--- src/rtl/fake_tpi_hs.sv ---
// fake_tpi_hs: 6523-style triple port interface with a TCBM DAV/ACK
// handshake engine.
//
// The host bus is sampled on the system clock. The first clock with cs_n low
// performs exactly one register access. The handshake engine sends the port A
// byte: DAV falls, the engine waits for ACK low, DAV rises, and the engine
// waits for ACK high. Each wait phase is bounded by a timeout counter.
//
// Ports:
//   clock, _reset             system clock, asynchronous active-low reset
//   cs_n, rs, write_n         chip select (active low), register select, 0 = write
//   data_in / data_out        host write data / registered host read data
//   data_oe                   bus drive enable, !cs_n & write_n (combinational)
//   port_x_in/out/oe          port pins, output values and per-bit output enables
//   irq_n                     registered interrupt, active low
//
// Handshake on port C: bit PC_WIDTH-1 is DAV (output), bit PC_WIDTH-2 is ACK (input).
// The FSM state is visible as the internal signal 'state' for checker binding.
module fake_tpi_hs #(
  parameter int PA_WIDTH    = 8,
  parameter int PB_WIDTH    = 2,
  parameter int PC_WIDTH    = 2,
  parameter int SYNC_STAGES = 2,
  parameter int TIMEOUT_W   = 16
) (
  input  logic                clock,
  input  logic                _reset,
  input  logic                cs_n,
  input  logic [2:0]          rs,
  input  logic                write_n,
  input  logic [7:0]          data_in,
  output logic [7:0]          data_out,
  output logic                data_oe,
  input  logic [PA_WIDTH-1:0] port_a_in,
  output logic [PA_WIDTH-1:0] port_a_out,
  output logic [PA_WIDTH-1:0] port_a_oe,
  input  logic [PB_WIDTH-1:0] port_b_in,
  output logic [PB_WIDTH-1:0] port_b_out,
  output logic [PB_WIDTH-1:0] port_b_oe,
  input  logic [PC_WIDTH-1:0] port_c_in,
  output logic [PC_WIDTH-1:0] port_c_out,
  output logic [PC_WIDTH-1:0] port_c_oe,
  output logic                irq_n
);

  localparam int DAV = PC_WIDTH - 1;
  localparam int ACK = PC_WIDTH - 2;
  localparam logic [TIMEOUT_W-1:0] CNT_ONES = '1;

  typedef enum logic [1:0] {
    S_IDLE,
    S_SETUP,
    S_STROBE,
    S_RELEASE
  } state_t;

  state_t               state;
  logic [TIMEOUT_W-1:0] cnt;
  logic                 dav_q;

  // Input synchronisers
  logic [PA_WIDTH-1:0] a_sync [SYNC_STAGES];
  logic [PB_WIDTH-1:0] b_sync [SYNC_STAGES];
  logic [PC_WIDTH-1:0] c_sync [SYNC_STAGES];
  logic [PA_WIDTH-1:0] a_pins;
  logic [PB_WIDTH-1:0] b_pins;
  logic [PC_WIDTH-1:0] c_pins;

  always_ff @(posedge clock or negedge _reset) begin
    if (!_reset) begin
      for (int i = 0; i < SYNC_STAGES; i++) begin
        a_sync[i] <= '0;
        b_sync[i] <= '0;
        c_sync[i] <= '0;
      end
    end else begin
      a_sync[0] <= port_a_in;
      b_sync[0] <= port_b_in;
      c_sync[0] <= port_c_in;
      for (int i = 1; i < SYNC_STAGES; i++) begin
        a_sync[i] <= a_sync[i-1];
        b_sync[i] <= b_sync[i-1];
        c_sync[i] <= c_sync[i-1];
      end
    end
  end

  assign a_pins = a_sync[SYNC_STAGES-1];
  assign b_pins = b_sync[SYNC_STAGES-1];
  assign c_pins = c_sync[SYNC_STAGES-1];

  // Registers
  logic                cs_q;
  logic [PA_WIDTH-1:0] pra, ddra;
  logic [PB_WIDTH-1:0] prb, ddrb;
  logic [PC_WIDTH-1:0] prc, ddrc;
  logic                hs_en, irq_en;
  logic                done, timeout_f, overrun;

  logic access, wr, rd, pra_wr, sr_rd, busy, start;
  logic ack_s, wait_phase, ack_seen;
  logic set_done, set_timeout, set_overrun;
  logic [7:0] rd_data;

  // cs_q remembers the previous clock's cs_n, so an access is the first
  // clock of a cs_n low period only.
  assign access      = cs_q & ~cs_n;
  assign wr          = access & ~write_n;
  assign rd          = access & write_n;
  assign pra_wr      = wr & (rs == 3'd0);
  assign sr_rd       = rd & (rs == 3'd7);
  assign busy        = (state != S_IDLE);
  assign start       = pra_wr & hs_en & ~busy;
  assign set_overrun = pra_wr & busy;

  assign ack_s       = c_pins[ACK];
  assign wait_phase  = hs_en & ((state == S_STROBE) | (state == S_RELEASE));
  assign ack_seen    = ((state == S_STROBE) & ~ack_s) | ((state == S_RELEASE) & ack_s);
  assign set_done    = hs_en & (state == S_RELEASE) & ack_s;
  // An ACK arriving on the last count wins over the timeout.
  assign set_timeout = wait_phase & ~ack_seen & ((cnt + 1'b1) == CNT_ONES);

  assign data_oe = ~cs_n & write_n;

  always_comb begin
    rd_data = '0;
    case (rs)
      3'd0: rd_data[PA_WIDTH-1:0] = (a_pins & ~ddra) | (pra & ddra);
      3'd1: rd_data[PB_WIDTH-1:0] = (b_pins & ~ddrb) | (prb & ddrb);
      3'd2: rd_data[PC_WIDTH-1:0] = (c_pins & ~ddrc) | (prc & ddrc);
      3'd3: rd_data[PA_WIDTH-1:0] = ddra;
      3'd4: rd_data[PB_WIDTH-1:0] = ddrb;
      3'd5: rd_data[PC_WIDTH-1:0] = ddrc;
      3'd6: rd_data[1:0] = {irq_en, hs_en};
      default: rd_data[3:0] = {overrun, timeout_f, done, busy};
    endcase
  end

  always_ff @(posedge clock or negedge _reset) begin
    if (!_reset) begin
      cs_q      <= 1'b1;
      pra       <= '0;
      prb       <= '0;
      prc       <= '0;
      ddra      <= '0;
      ddrb      <= '0;
      ddrc      <= '0;
      hs_en     <= 1'b0;
      irq_en    <= 1'b0;
      done      <= 1'b0;
      timeout_f <= 1'b0;
      overrun   <= 1'b0;
      data_out  <= '0;
      irq_n     <= 1'b1;
    end else begin
      cs_q <= cs_n;
      if (wr) begin
        case (rs)
          3'd0: if (!busy) pra <= data_in[PA_WIDTH-1:0];
          3'd1: prb  <= data_in[PB_WIDTH-1:0];
          3'd2: prc  <= data_in[PC_WIDTH-1:0];
          3'd3: ddra <= data_in[PA_WIDTH-1:0];
          3'd4: ddrb <= data_in[PB_WIDTH-1:0];
          3'd5: ddrc <= data_in[PC_WIDTH-1:0];
          3'd6: begin
            hs_en  <= data_in[0];
            irq_en <= data_in[1];
          end
          default: ;
        endcase
      end
      if (rd) data_out <= rd_data;
      // Sticky flags: an SR read clears them, a coincident set event wins.
      done      <= set_done    | (done & ~sr_rd);
      timeout_f <= set_timeout | (timeout_f & ~sr_rd);
      overrun   <= set_overrun | (overrun & ~sr_rd);
      irq_n     <= ~(irq_en & (done | timeout_f));
    end
  end

  // Handshake FSM. dav_q is the registered DAV level while hs_en is set.
  always_ff @(posedge clock or negedge _reset) begin
    if (!_reset) begin
      state <= S_IDLE;
      cnt   <= '0;
      dav_q <= 1'b1;
    end else if (!hs_en) begin
      state <= S_IDLE;
      cnt   <= '0;
      dav_q <= 1'b1;
    end else begin
      case (state)
        S_IDLE: begin
          dav_q <= 1'b1;
          if (start) state <= S_SETUP;
        end
        S_SETUP: begin
          state <= S_STROBE;
          cnt   <= '0;
          dav_q <= 1'b0;
        end
        S_STROBE: begin
          if (!ack_s) begin
            state <= S_RELEASE;
            cnt   <= '0;
            dav_q <= 1'b1;
          end else if (set_timeout) begin
            state <= S_IDLE;
            dav_q <= 1'b1;
          end else begin
            cnt <= cnt + 1'b1;
          end
        end
        S_RELEASE: begin
          dav_q <= 1'b1;
          if (ack_s || set_timeout) state <= S_IDLE;
          else cnt <= cnt + 1'b1;
        end
        default: begin
          state <= S_IDLE;
          dav_q <= 1'b1;
        end
      endcase
    end
  end

  // Port drivers
  assign port_a_out = pra;
  assign port_a_oe  = ddra;
  assign port_b_out = prb;
  assign port_b_oe  = ddrb;

  always_comb begin
    port_c_out = prc;
    port_c_oe  = ddrc;
    if (hs_en) begin
      port_c_out[DAV] = dav_q;
      port_c_oe[DAV]  = 1'b1;
    end
  end

endmodule

--- config.mk ---
export PLATFORM = sky130hd
export DESIGN_NAME = fake_tpi_hs
export DESIGN_NICKNAME = d
export VERILOG_FILES = /design/src/rtl/fake_tpi_hs.sv
export SDC_FILE = /design/constraint.sdc
export NUM_CORES = 1
export LEC_CHECK = 0
export CORE_MARGIN = 2
export CORE_UTILIZATION = 65
export CTS_CLUSTER_DIAMETER = 60
export CTS_CLUSTER_SIZE = 16
export DETAILED_ROUTE_END_ITERATION = 7
export DONT_BUFFER_PORTS = 1
export GPL_TIMING_DRIVEN = 0
export PLACE_DENSITY = 0.81
export RECOVER_POWER = 25
export SLEW_MARGIN = 10
export SYNTH_ARGS = -nofsm -noshare
export SYNTH_HDL_FRONTEND = slang
export SYNTH_SLANG_ARGS = --single-unit
--- constraint.sdc ---
create_clock -name clock -period 4.5 [get_ports clock]
set_clock_uncertainty 0.05 [all_clocks]
set_input_delay 1.35 -clock clock [delete_from_list [all_inputs] [get_ports clock]]
set_output_delay 1.35 -clock clock [all_outputs]
set_load 0.01 [all_outputs]
==> flow_metrics.tcl <==
set metrics [dict create \
    io_pins 61 \
    antenna_found_initial 0 \
    grt_remaining_overflow 0 \
    layout_commonest_cell "dfrtp_1" \
    grt_pass1_vias 2551 \
    tightest_slew_ns 0.817 \
    syn-num-nets 360 \
    status "finished clean" \
    worstSetupStartpointType "primary input" \
    clk_pin_slew_ns 0.08 \
    setup_tns_ns 0 \
    cts_root_buffer "clkbuf_8" \
    crit_required_ns 3.10 \
    drc_errors 0 \
    initial_core_util 0.680 \
    final_layout_size_suffix_gt1_frac 0.202 \
    cp-end-kind "output pin" \
    clkSinkCount 82 \
    die_w_microns 80.1 \
    max_freq_mhz 338 \
    ys_seq_area_frac 0.545 \
    wl_met1_microns 3400 \
    hold_violations 0 \
    grt_pass1_wl_microns 12400 \
    crit_family "simple AND/OR/NAND/NOR gates" \
    async_flop_share 1.00 \
    syn2layout_area_growth_pct 7.40 \
    p_total_mw 1.54 \
    crit_type "primary input to output pin" \
    cp_cell_sequence "nor2b_1" \
    sequential_cell_area_sq_um 2060 \
    hpwl_microns 5390 \
    dr_wl_met2_microns 3760 \
    die_y_microns 80.1 \
    setup_viol 0 \
    synth_xor_area_frac 0.00930 \
    fin_crit_sh 0.658 \
    dr.pass1.iters 4 \
    nets 371 \
    hold_depth 0 \
    multi_input_area_sq_um 1590 \
    fillers 395 \
    core_area_sq_um 5540 \
    drt_iter0_drc 215 \
    synthCells 331 \
    ant_nets 0 \
    cp_slowest_cell "nor2b_1" \
    pre_cts_ws_ns 1.26 \
    rsz0062_at_grt "no" \
    grt_start_max_net_pins 83 \
    synth_compound_area_frac 0.140 \
    fin_hold_ws_ns 0.302 \
    ys_ff_latch 82 \
    yosys.area_share.simple 0.145 \
    clock_path_buffers 2 \
    cp.arrival_ns 1.56 \
    finalWirelength_microns 7840 \
    worst_slack_ns 1.54 \
    period_needed_ns 2.96 \
    fp.dieArea_sq_um 6420 \
    cts_setup_buffers 0 \
    synth.cell_area_sq_um 3770 \
    ir_worst_vdd_uv 355 \
    crit_buf_inv 0 \
    synth_area_leaders "dfrtp_1 (52%), mux2_2 (9.0%), nand2_1 (2.9%)" \
    vias 2636 \
    maxCapViolations 0 \
    stdcell_area_sq_um 4050 \
    synth_cell_types 58 \
    drv_slew 0 \
    grt.total_usage 0.259 \
    placed_cells 403 \
    placed_cell_area_sq_um 3860 \
    synth_top_family_by_area "simple AND/OR/NAND/NOR gates" \
    worstHoldPathType "flip-flop to flip-flop" \
    port_buffers 0 \
    gp_congestion 0.918 \
    met3_length_microns 574 \
    slew_headroom 0.448 \
    cts_hold_buffers 0 \
    instances_no_fill 419 \
    insertion_delay_ns 0.36 \
    layout_common_cells "dfrtp_1 (79), mux2_2 (30), nand2_1 (29), o21ai_0 (20), o21ai_1 (17)" \
    crit_cells 1 \
    synth.area.mux_share 0.120 \
    numCtsBuffers 9 \
    num_rows 27 \
    cts_tree "yes" \
    synth_flop_cell "dfrtp_1" \
    post_cts_resized 0 \
    cp_max_fo 4 \
    powerDensity_nw_per_um2 381 \
    final_util 0.731 \
    synthDominantCellAreaShare 0.525 \
    antenna_cells 0 \
    yosys.area.top_type "dfrtp_1" \
    synth_edf_count 0 \
    syn_area_per_cell_sq_um 11.4 \
    rr_worst_depth 8 \
    top_layer "met4" \
    synthAdderAreaFrac 0.00664 \
    h-tree-depth 3 \
    yosysWarnings 0 \
    p_leak_nw 1.76 \
    drt-wirelength-per-cell_microns 18.7 \
    vias_per_cell 6.29 \
    crit_path_max_incr_delay_ns 0.21 \
]
==> synthesized netlist by cell type, types with 3 or more instances <==
master	number
dfrtp_1	79
mux2_2	30
nand2_1	29
o21ai_0	20
o21ai_1	17
nor2_1	16
nand3_1	13
clkbuf_1	9
mux2i_1	9
o31ai_1	9
nor2b_1	8
a31oi_1	6
and3_1	6
buf_2	6
a22o_1	5
inv_1	5
a21oi_1	4
and2_1	3
dfstp_2	3
nand4_1	3
or2_2	3
xnor2_1	3
==> flip-flops by register name (all words and copies together), names as in the netlist, 2 cells and up <==
| signal | cells |
|---|---|
| cnt | 16 |
| a_pins | 8 |
| a_sync | 8 |
| data_out | 8 |
| port_a_oe | 8 |
| port_a_out | 8 |
| b_pins | 2 |
| b_sync | 2 |
| c_pins | 2 |
| c_sync | 2 |
| ddrc | 2 |
| port_b_oe | 2 |
| port_b_out | 2 |
| prc | 2 |
| state | 2 |
==> worst register-to-register path: stages, from the launching register on <==
cell,delay [ns]
dfrtp_1,0.48
ha_1,0.34
a21boi_0,0.33
a32oi_1,0.10
o32a_1,0.35
o41ai_4,0.58
buf_2,0.32
o21ai_1,0.10
o41ai_1,0.07
==> area by class of cell <==
| type | count | share of cell area |
|---|---|---|
| Buffer | 20 | 0.0269 |
| Tap cell | 72 | 0.0223 |
| Inverter | 5 | 0.00464 |
| Clock inverter | 4 | 0.00835 |
| Sequential cell | 82 | 0.508 |
| Multi-Input combinational cell | 224 | 0.392 |
| Clock buffer | 12 | 0.0383 |
==> routing by layer <==
| metal | vias up | global-route usage |
|---|---|---|
| li1 | 1230 | - |
| met1 | 1295 | 0.342 |
| met2 | 102 | 0.408 |
| met3 | 9 | 0.0876 |
| met4 | 0 | 0.0746 |
| met5 | - | 0 |
==> path summary, 6_finish.rpt <==
| kind | start | endpoint | slack, ns |
|---|---|---|---|
| worst min register to register | a_sync[8] | a_pins[0] | 0.30 |
| max in group asynchronous | _reset | dav_q | 3.55 |
| min in group asynchronous | _reset | port_a_oe[5] | 0.64 |
| worst max-delay path | write_n | data_oe | 1.54 |
| worst max register to register | cnt[0] | cnt[11] | 1.66 |
| worst min-delay path | a_sync[8] | a_pins[0] | 0.30 |
==> logic make-up (layout without fill, tap and decap cells) <==
logic type / count (synthesis) / count (layout)
AOI/OAI and AO/OA: 79 / 79
muxes: 40 / 40
adders and majority gates: 2 / 2
buffers and inverters: 25 / 41
xor gates and xnor gates: 4 / 4
DFF: 82 / 82
and+or+nand+nor: 99 / 99
==> power breakdown <==
part | total [mW] | switching (mW) | internal (mW) | leakage (nW)
Sequential | 0.892 | 0.0858 | 0.807 | 1.04
Clock | 0.499 | 0.265 | 0.235 | 0.0932
Combinational | 0.150 | 0.0682 | 0.0821 | 0.625
No activity file was read; power rests on OpenSTA's default activity.
